`src/rtl/instr_fetch_unit.sv`:
```
// Instruction fetch stage: owns the fetch PC, requests instruction memory over
// req/ack, buffers returned instructions in a small FIFO and hands them to
// decode over valid/ready. A redirect reloads the PC and flushes the FIFO.
module instr_fetch_unit #(
  parameter int            AW       = 16,
  parameter int            IW       = 16,
  parameter int            DEPTH    = 2,
  parameter logic [AW-1:0] RESET_PC = '0,
  parameter int            PC_STEP  = 4
) (
  input  logic          clk,
  input  logic          rst_n,
  input  logic          redirect,
  input  logic [AW-1:0] redirect_pc,
  output logic [AW-1:0] fetch_pc,
  output logic          imem_req,
  output logic [AW-1:0] imem_addr,
  input  logic          imem_ack,
  input  logic [IW-1:0] imem_rdata,
  output logic          if_valid,
  input  logic          if_ready,
  output logic [IW-1:0] if_instr,
  output logic [AW-1:0] if_pc
);

  localparam int            PW   = (DEPTH > 1) ? $clog2(DEPTH) : 1;
  localparam logic [PW:0]   FULL = (PW+1)'(DEPTH);
  localparam logic [AW-1:0] STEP = AW'(PC_STEP);

  typedef enum logic [1:0] {S_IDLE, S_FETCH, S_DROP} state_t;

  state_t        state_q, state_d;
  logic [AW-1:0] pc_q, pc_d;
  logic [AW-1:0] drop_addr_q, drop_addr_d;
  logic [PW:0]   count_q, count_d;
  logic [PW-1:0] rd_ptr_q, wr_ptr_q;
  logic [IW-1:0] instr_q [DEPTH];
  logic [AW-1:0] ipc_q   [DEPTH];
  logic          push, pop;

  // Next-state and request generation; DROP keeps the request up until the
  // memory finishes the transfer that a redirect made stale.
  always_comb begin
    state_d  = state_q;
    imem_req = 1'b0;
    case (state_q)
      S_IDLE: state_d = S_FETCH;
      S_FETCH: begin
        imem_req = (count_q < FULL);
        if (redirect && imem_req && !imem_ack) state_d = S_DROP;
      end
      S_DROP: begin
        imem_req = 1'b1;
        if (imem_ack) state_d = S_FETCH;
      end
      default: state_d = S_IDLE;
    endcase
  end

  // While draining a stale request the address stays at what the memory saw,
  // even though fetch_pc already shows the redirect target.
  assign imem_addr = (state_q == S_DROP) ? drop_addr_q : pc_q;
  assign fetch_pc  = pc_q;

  // Redirect suppresses any same-cycle push or pop.
  assign push     = (state_q == S_FETCH) && imem_req && imem_ack && !redirect;
  assign pop      = if_valid && if_ready && !redirect;
  assign if_valid = (count_q != '0);
  assign if_instr = instr_q[rd_ptr_q];
  assign if_pc    = ipc_q[rd_ptr_q];

  // PC, occupancy and stale-address next-state; redirect takes priority.
  always_comb begin
    pc_d        = pc_q;
    count_d     = count_q;
    drop_addr_d = drop_addr_q;
    if (redirect) begin
      pc_d    = redirect_pc;
      count_d = '0;
    end else begin
      if (push) pc_d = pc_q + STEP;
      case ({push, pop})
        2'b10:   count_d = count_q + (PW+1)'(1);
        2'b01:   count_d = count_q - (PW+1)'(1);
        default: count_d = count_q;
      endcase
    end
    if ((state_q == S_FETCH) && (state_d == S_DROP)) drop_addr_d = pc_q;
  end

  // Control state registers.
  always_ff @(posedge clk or negedge rst_n) begin
    if (!rst_n) begin
      state_q     <= S_IDLE;
      pc_q        <= RESET_PC;
      drop_addr_q <= RESET_PC;
      count_q     <= '0;
    end else begin
      state_q     <= state_d;
      pc_q        <= pc_d;
      drop_addr_q <= drop_addr_d;
      count_q     <= count_d;
    end
  end

  // FIFO pointers; a flush realigns both to entry 0.
  always_ff @(posedge clk or negedge rst_n) begin
    if (!rst_n) begin
      rd_ptr_q <= '0;
      wr_ptr_q <= '0;
    end else if (redirect) begin
      rd_ptr_q <= '0;
      wr_ptr_q <= '0;
    end else begin
      if (push) wr_ptr_q <= wr_ptr_q + PW'(1);
      if (pop)  rd_ptr_q <= rd_ptr_q + PW'(1);
    end
  end

  // FIFO storage, cleared on reset so if_instr/if_pc read zero afterwards.
  always_ff @(posedge clk or negedge rst_n) begin
    if (!rst_n) begin
      for (int i = 0; i < DEPTH; i++) begin
        instr_q[i] <= '0;
        ipc_q[i]   <= '0;
      end
    end else if (push) begin
      instr_q[wr_ptr_q] <= imem_rdata;
      ipc_q[wr_ptr_q]   <= pc_q;
    end
  end

endmodule
```
`config.mk`:
```
export PLATFORM = sky130hd
export DESIGN_NAME = instr_fetch_unit
export DESIGN_NICKNAME = d
export VERILOG_FILES = /design/src/rtl/instr_fetch_unit.sv
export SDC_FILE = /design/constraint.sdc
export NUM_CORES = 1
export LEC_CHECK = 0
export ABC_AREA = 1
export CORE_ASPECT_RATIO = 0.6
export CORE_MARGIN = 8
export CORE_UTILIZATION = 30
export CTS_CLUSTER_DIAMETER = 120
export DETAILED_ROUTE_END_ITERATION = 12
export GPL_ROUTABILITY_DRIVEN = 0
export SETUP_SLACK_MARGIN = 0.4
export SLEW_MARGIN = 20
export SYNTH_ARGS = -nofsm -noshare
export SYNTH_HDL_FRONTEND = slang
export SYNTH_SLANG_ARGS = --single-unit
export TNS_END_PERCENT = 30
```
`constraint.sdc`:
```
create_clock -name clk -period 2.8 [get_ports clk]
set_clock_uncertainty 0.1 [all_clocks]
set_input_delay 0.42 -clock clk [delete_from_list [all_inputs] [get_ports clk]]
set_output_delay 0.42 -clock clk [all_outputs]
set_load 0.01 [all_outputs]
```
== Yosys cells after proc, flatten, opt, wreduce, memory -nomap -nowiden ==
Index checks and enable logic that the tools add are counted.
W data, S select, Z words.
Cells by class
  add/sub/neg operators: 5
  order comparisons: 4
  equal/unequal tests: 5
  mux-type cells: 23
  bitwise gates (word level): 2
  reduce and logical (&&, ||, !) cells: 16
Operators with widths (count)
  $mux W16: 10
  $bwmux W32: 2
  $add A16 B3 Y16 const B: 1
  $demux W16 S1: 1
  $logic_and A1 B1 Y1: 9
  $eq A2 B2 Y1 const B: 3
  $mux W2: 3
  $pmux W2 S3: 1
  $reduce_bool A2 Y1: 3
  $eq A2 B1 Y1 const B: 2
  $ge A2 B2 Y1 const B: 2
  $mux W1: 4
  $not A1 Y2: 2
  $pmux W2 S2: 1
  $reduce_bool A3 Y1: 1
  $add A1 B1 Y1 const B: 2
  $add A2 B1 Y2 const B: 1
  $logic_not A1 Y1: 2
  $logic_not A2 Y1: 1
  $lt A2 B1 Y1 const B: 1
  $lt A2 B2 Y1 const B: 1
  $pmux W1 S2: 1
  $sub A2 B1 Y2 const B: 1
Word-level totals
  register bits after elaboration: 102
  output and inout port bits: 66
  logic and storage cells: 65

== Longest topological paths before layout ==
Gate-level depths: netlist of the first run.
  depth after elaboration: 8
  gate-level depth with buffers: 12
  mapped depth without buffers: 11

== Worst setup path after synthesis of the first run ==
OpenSTA, ideal clock, no wires.
  path kind: register to output
  from: reg state_q[0]
  to: out imem_addr[11]
  data arrival time: 1259 ps
  required time: 2280 ps
  slack: 1021 ps
  stages on the path, launching flop included: 6
  cells stage by stage: dfrtp_1 -> inv_1 -> ha_1 -> buf_4 -> clkbuf_1 -> o21ai_0
On the way
  longest elaborated chain between the ends: 2
Ends and longest elaborated chain
  from (decl): line 32  | state_t state_q, state_d;
  from (signal assigned): line 99  | state_q <= state_d;
  $eq A2 B2 Y1: line 62  | assign imem_addr = (state_q == S_DROP) ? drop_addr_q : pc_q;
  $mux W16: line 62
  to (decl): line 17  | output logic [AW-1:0] imem_addr,
Every way passes these cells.

== Worst setup path after layout of the first run ==
  from: reg state_q[0]
  to: out imem_req
On the way
  longest elaborated chain between the ends: 2
Ends and longest elaborated chain
  $eq A2 B2 Y1 or $eq A2 B1 Y1 (tied branches): line 46  | case (state_q)
  $pmux W1 S2 *: line 46
  to (decl): line 16  | output logic imem_req,
Every way passes the cells marked *; elsewhere a longest branch is shown, timed or not.

==> metrics.md, run 1 <==
| Metric | Value |
|---|---|
| Root Buffer | clkbuf_16 |
| DRC viols | 0 |
| Antenna cells | 0 |
| Vias | 4232 |
| Yosys cell types | 33 |
| Comb pwr share | 43.1% |
| Grt met2 use | 18.8% |
| Antenna Nets Post-Route | 0 |
| Drt pass-1 iters | 4 |
| Pint | 3.79 mW |
| Clock slew at reported path FFs | 0.07 ns |
| I/O pin count | 103 |
| Maxcap violations | 0 |
| Synth area leader | dfrtp_1 |
| Startpoint types | register |
| XOR/XNOR share of the synthesized area | 0.867% |
| GRT Util Overall | 13.6% |
| Synthesized netlist cell count | 631 |
| Main combinational cell family by area after synthesis | simple AND/OR/NAND/NOR gates |
| Slew @ Worst Pin | 0.671 ns |
| Run status | finished, final reports clean |
| Post-synth top area share | 50.5% |
| Post-synth EDFFs | 0 |
| Die extent in y | 117 um |
| Setup CP Type | register to output pin |
| First-pass GRT wire length | 23200 um |
| Syn Area/Cell | 8.01 sq um |
| Hold Fails Final Rpt | 0 |
| Initial drt markers | 294 |
| GRT busiest layer | met1 |
| Critical Path AT | 2.04 ns |
| Final Max Tran Viols | 0 |
| Maximum fanout along the worst path | 25 |
| Count leader, synth | nand2_1 |
| Die width | 184 um |
| Layout cells sized above 1 | 9.30% |
| Final instance area | 6640 sq um |
| Largest net degree at the start of global routing | 78 |
| Sequential Power Share | 37.3% |
| # H-tree levels | 3 |
| GRT met1 Usage | 20.2% |
| Synth warn | 0 |
| Crit path capture type | output pin |
| Post-synthesis compound-gate area fraction | 12.2% |
| Dominant synthesized flop cell | dfrtp_1 |
| Fraction of registers with async set or reset after synthesis | 100% |
| Area Overhead vs Synth | 31.4% |
| WL/cell | 14.5 um |
| Grt ovf | 0 |
| Via/cell ratio | 4.41 |
| RSZ-0062 raised after global routing | true |
| Clk network pwr share | 19.7% |
| Net count after synthesis | 673 |
| Vias in the first global route | 4271 |
| Drt total wl | 14000 um |
| Post-synthesis simple-gate area fraction | 27.4% |
| Initial antenna violation count | 0 |
| WP data required | 2.28 ns |
| Clock buffer depth | 2 |
| Nets | 768 |
| Placed instance area | 6290 sq um |
| Worst IR drop on VDD | 0.000341 V |
| Pleak | 3.35 nW |
| Core area | 16400 sq um |
| Placed cells | 941 |
| TritonCTS clock tree | done |
| Pwr dens | 924 nW/um^2 |
| Die area | 21400 sq um |
| Final setup viols | 0 |
| Fmax | 391 MHz |
| Post-synthesis adder-cell area fraction | 1.24% |
| CTS buffer count | 9 |
| Clk sinks | 102 |
| Number of port buffers | 102 |
| Max transition margin | 55.3% |
| Detailed placement HPWL | 9930 um |
| Top cells by count, synth | 267 x nand2_1, 102 x dfrtp_1, 47 x inv_1 |
| Clock latency on the worst-skew pair | 0.34 ns |
| Sw Pwr | 2.34 mW |
| Minimum clock period after layout | 2.56 ns |
| WHS | 0.374 ns |
| Post-Layout Cell Count | 959 |
| Register bit total from synthesis | 102 |
| Synth area leaders | dfrtp_1 51%, nand2_1 20%, o21ai_2 3.8%, o21ai_1 3.7%, nand3_1 3.6% |
| Initial Utilization | 30.9% |
| Final Cycle Share | 91.4% |
| Sw Share | 38.2% |
| Grt met3 use | 4.38% |
| Proportion of synthesized area in mux cells | 0% |
| Min-Delay Path Class | register to register |
| Row cnt | 36 |
| Register area share after synthesis | 50.5% |
| Sum Neg Setup Slack | 0 ns |
| Mapped cell area | 5050 sq um |
[cell usage in the layout (no fill, tap or decap), types with 2 or more instances in the layout]
cell type	n
nand2_1	267
dfrtp_1	102
clkdlybuf4s50_1	85
inv_1	47
o21ai_1	40
nand3_1	36
o21ai_0	29
o21ai_2	22
dlymetal6s2s_1	14
nor2_1	11
clkbuf_16	9
buf_4	9
nand2_2	7
xor2_1	5
ha_1	5
o211ai_1	4
buf_12	4
inv_2	3
a21oi_1	3
inv_6	3
nand4_1	2
nor3_1	2
dlygate4sd2_1	2
[kinds of logic (layout without fill, tap and decap cells)]
kind of cell / count (synthesis) / in the layout
adders and majority gates: 5 / 5
buffers and inverters: 84 / 184
xor gates and xnor gates: 5 / 5
DFF: 102 / 102
AOI/OAI and AO/OA: 103 / 103
and+or+nand+nor: 332 / 332
[path summary, 6_finish.rpt]
kind	start	to	slack, ns	cells past startpoint
hold / removal	drop_addr_q[15]	drop_addr_q[15]	0.37	2
hold reg to reg	drop_addr_q[15]	drop_addr_q[15]	0.37	2
min in group asynchronous	rst_n	drop_addr_q[14]	0.45	2
max in group asynchronous	rst_n	instr_q[23]	1.40	3
setup / recovery	state_q[0]	imem_req	0.24	6
setup reg to reg	state_q[0]	instr_q[7]	0.45	9
[what timing repair did]
action,4_1_cts,5_1_grt
hold buffers,1,0
endpoints found under the hold margin,25,0
setup buffers,0,1
resized for setup,9,16
endpoints found under the setup margin,50,53
[cell type report]
class                      instances  area, sq um
sequential                       102         2550
fill                            1690         9710
clock buffer                      11          243
timing repair buffer             116         1210
multi-input combinational        445         2110
inverter                          52          200
tap                              228          285
clock inverter                     5         38.8
[worst max-delay path, cell delays in order (launching register included)]
cell	delay, ns
dfrtp_1	0.42
inv_1	0.11
ha_1	0.23
buf_12	0.18
inv_2	0.05
a21boi_0	0.15
clkdlybuf4s50_1	0.56
[sequential cells by signal, indices dropped and copies added, names as in the netlist]
name	flops
count_q	2
fetch_pc	16
instr_q	32
drop_addr_q	16
ipc_q	32
rd_ptr_q	1
state_q	2
wr_ptr_q	1
[through the flow]
| stage | setup slack, ns | utilization, % | total power [mW] |
|---|---|---|---|
| 2_1_floorplan | 1.02 | - | 3.73 |
| 3_5_place_dp | 0.331 | 38.4 | 4.97 |
| 5_1_grt | 0.119 | 40.6 | 6.64 |
| 3_3_place_gp | 0.344 | 38.4 | 4.95 |
| 6_report | 0.242 | 40.6 | 6.14 |
| 4_1_cts | 0.199 | 40.3 | 6.22 |
[power groups by stage]
| stage | Sequential [mW] | Combinational, mW | Clock [mW] |
|---|---|---|---|
| floorplan | 2.24 | 1.49 | 0 |
| global placement | 2.30 | 2.65 | 0 |
| detailed placement | 2.30 | 2.68 | 0 |
| CTS | 2.28 | 2.69 | 1.25 |
| global route | 2.35 | 2.97 | 1.32 |
| finish | 2.29 | 2.64 | 1.21 |
[per-layer routing]
metal	part of all wire, %	wire [um]
met5	0	0
met4	0.58	81
met3	7.2	1010
met2	38	5330
met1	54	7530
Power figures use the tool's default switching activity.
==> run 2: changes to the inputs <==
--- a/config.mk
+++ b/config.mk
@@ -12,6 +12,7 @@
 export CTS_CLUSTER_DIAMETER = 120
 export DETAILED_ROUTE_END_ITERATION = 12
 export GPL_ROUTABILITY_DRIVEN = 0
+export MAX_ROUTING_LAYER = met4
 export SETUP_SLACK_MARGIN = 0.4
 export SLEW_MARGIN = 20
 export SYNTH_ARGS = -nofsm -noshare
==> run 2 against run 1 <==
Effect of this change: global-route usage rose by 0.40 points; cell count did not move; sequential cell count did not move; combinational power barely moved; highest routed layer unchanged; sequential power barely moved; maximum frequency barely moved.
==> metrics.md, run 2 (synthesis gave the netlist of run 1 again) <==
| Metric | Value |
|---|---|
| Largest net degree at the start of global routing | 78 |
| Layout cells sized above 1 | 9.30% |
| Slew @ Worst Pin | 0.674 ns |
| Final setup viols | 0 |
| Max transition margin | 55.1% |
| Crit path capture type | output pin |
| Core area | 16400 sq um |
| Comb pwr share | 43.0% |
| WP data required | 2.28 ns |
| Registers with the most flip-flops | instr_q (32), ipc_q (32) |
| Die area | 21400 sq um |
| Vias in the first global route | 4275 |
| DRC viols | 0 |
| Slowest cell delay on critical path | 0.56 ns |
| WHS | 0.374 ns |
| Fmax | 391 MHz |
| Fin util | 40.6% |
| Clock buffer depth | 2 |
| Final Max Tran Viols | 0 |
| Run status | finished, final reports clean |
| Maximum fanout along the worst path | 25 |
| Overall power | 6.14 mW |
| Maxcap violations | 0 |
| Antenna cells | 0 |
| Initial drt markers | 282 |
| Initial Utilization | 30.9% |
| GRT Util Overall | 14.0% |
| Sw Pwr | 2.35 mW |
| RSZ-0062 raised after global routing | true |
| Sequential Power Share | 37.2% |
| Clock latency on the worst-skew pair | 0.34 ns |
| Via/cell ratio | 4.45 |
| Grt ovf | 0 |
| Min-Delay Path Class | register to register |
| Number of port buffers | 102 |
| Pint | 3.79 mW |
| Critical path's slowest cell | clkdlybuf4s50_1 |
| Final Cycle Share | 91.4% |
| Initial antenna violation count | 0 |
| First-pass GRT wire length | 23100 um |
| Sw Share | 38.2% |
| Area Overhead vs Synth | 31.4% |
| Worst IR drop on VDD | 0.000343 V |
| Setup CP Type | register to output pin |
| Drt pass-1 iters | 5 |
| Vias | 4265 |
| Minimum clock period after layout | 2.56 ns |
| I/O pin count | 103 |
| # H-tree levels | 3 |
| TritonCTS clock tree | done |
| CTS buffer count | 9 |
| Clk network pwr share | 19.7% |
| Placed cells | 941 |
| Startpoint types | register |
| Nets | 768 |
| Hold Fails Final Rpt | 0 |
| WL/cell | 14.6 um |
| Root Buffer | clkbuf_16 |
| Row cnt | 36 |
| CP cell instances | inv_1 > ha_1 > buf_12 > inv_2 > a21boi_0 > clkdlybuf4s50_1 |
| Detailed placement HPWL | 9930 um |
| Pwr dens | 925 nW/um^2 |
| Sum Neg Setup Slack | 0 ns |
| Pleak | 3.35 nW |
| Critical Path AT | 2.04 ns |
| Most frequent cells in the layout | 267 x nand2_1, 102 x dfrtp_1, 85 x clkdlybuf4s50_1 |
| Most common cell after layout, fill and taps aside | nand2_1 |
| Post-Layout Cell Count | 959 |
| Layout fillers | 1690 |
| Die extent in y | 117 um |
| Drt total wl | 14000 um |
| Clk sinks | 102 |
| Clock slew at reported path FFs | 0.07 ns |
| Die width | 184 um |
| Antenna Nets Post-Route | 0 |
-- run 2: cell counts in the layout (fill, tap and decap cells not counted) --
Identical to the previous run, type by type.
-- run 2: final cells by class --
cell class                      instances  area, sq um  area share (%)
Tap cell                              228          285            4.30
Clock buffer                           11          243            3.66
Timing Repair Buffer                  116         1210            18.3
Inverter                               52          200            3.02
Multi-Input combinational cell        445         2110            31.7
Sequential cell                       102         2550            38.4
Clock inverter                          5         38.8           0.584
-- run 2: power by group through the flow --
stage	sequential, mW	combinational (mW)	clock (mW)
2_1_floorplan	2.24	1.49	0
3_3_place_gp	2.30	2.65	0
3_5_place_dp	2.30	2.68	0
4_1_cts	2.28	2.69	1.25
5_1_grt	2.35	2.97	1.31
6_report	2.29	2.64	1.21
-- run 2: what timing repair did --
item                                    CTS  global route
gates resized for setup                   9            16
endpoints found under the setup margin   50            53
endpoints found under the hold margin    25             0
hold buffers                              1             0
buffers inserted                          0             1
-- run 2: worst paths after layout --
check / cells past startpoint / slack, ns / end / startpoint
worst max-delay path: 6 / 0.24 / imem_req / state_q[0]
worst min-delay path: 2 / 0.37 / drop_addr_q[10] / drop_addr_q[10]
worst max register to register: 10 / 0.45 / ipc_q[10] / state_q[0]
worst min register to register: 2 / 0.37 / drop_addr_q[10] / drop_addr_q[10]
max in group asynchronous: 3 / 1.40 / instr_q[23] / rst_n
min in group asynchronous: 2 / 0.45 / drop_addr_q[14] / rst_n
-- run 2: per-stage QoR --
stage | area (sq um) | setup slack [ns]
floorplan | 5050 | 1.02
global placement | 6290 | 0.344
detailed placement | 6290 | 0.331
CTS | 6590 | 0.199
global route | 6640 | 0.122
finish | 6640 | 0.241
-- run 2: worst max-delay path, delay by kind of cell, from the launching register on --
kind | cells | cell delay [ns]
flip-flops | 1 | 0.42
buffers and inverters | 4 | 0.90
AO/OA/AOI/OAI | 1 | 0.15
adder cells (fa/ha/maj) | 1 | 0.23
-- run 2: metal layers --
layer / global-route usage [%] / routed length (um) / vias up / part of all wire, %
met2: 18.8 / 5280 / 106 / 38
met1: 20.6 / 7660 / 1962 / 55
met5: - / 0 / - / 0
li1: - / - / 2184 / -
met3: 3.67 / 956 / 13 / 6.8
met4: 2.70 / 88 / 0 / 0.63
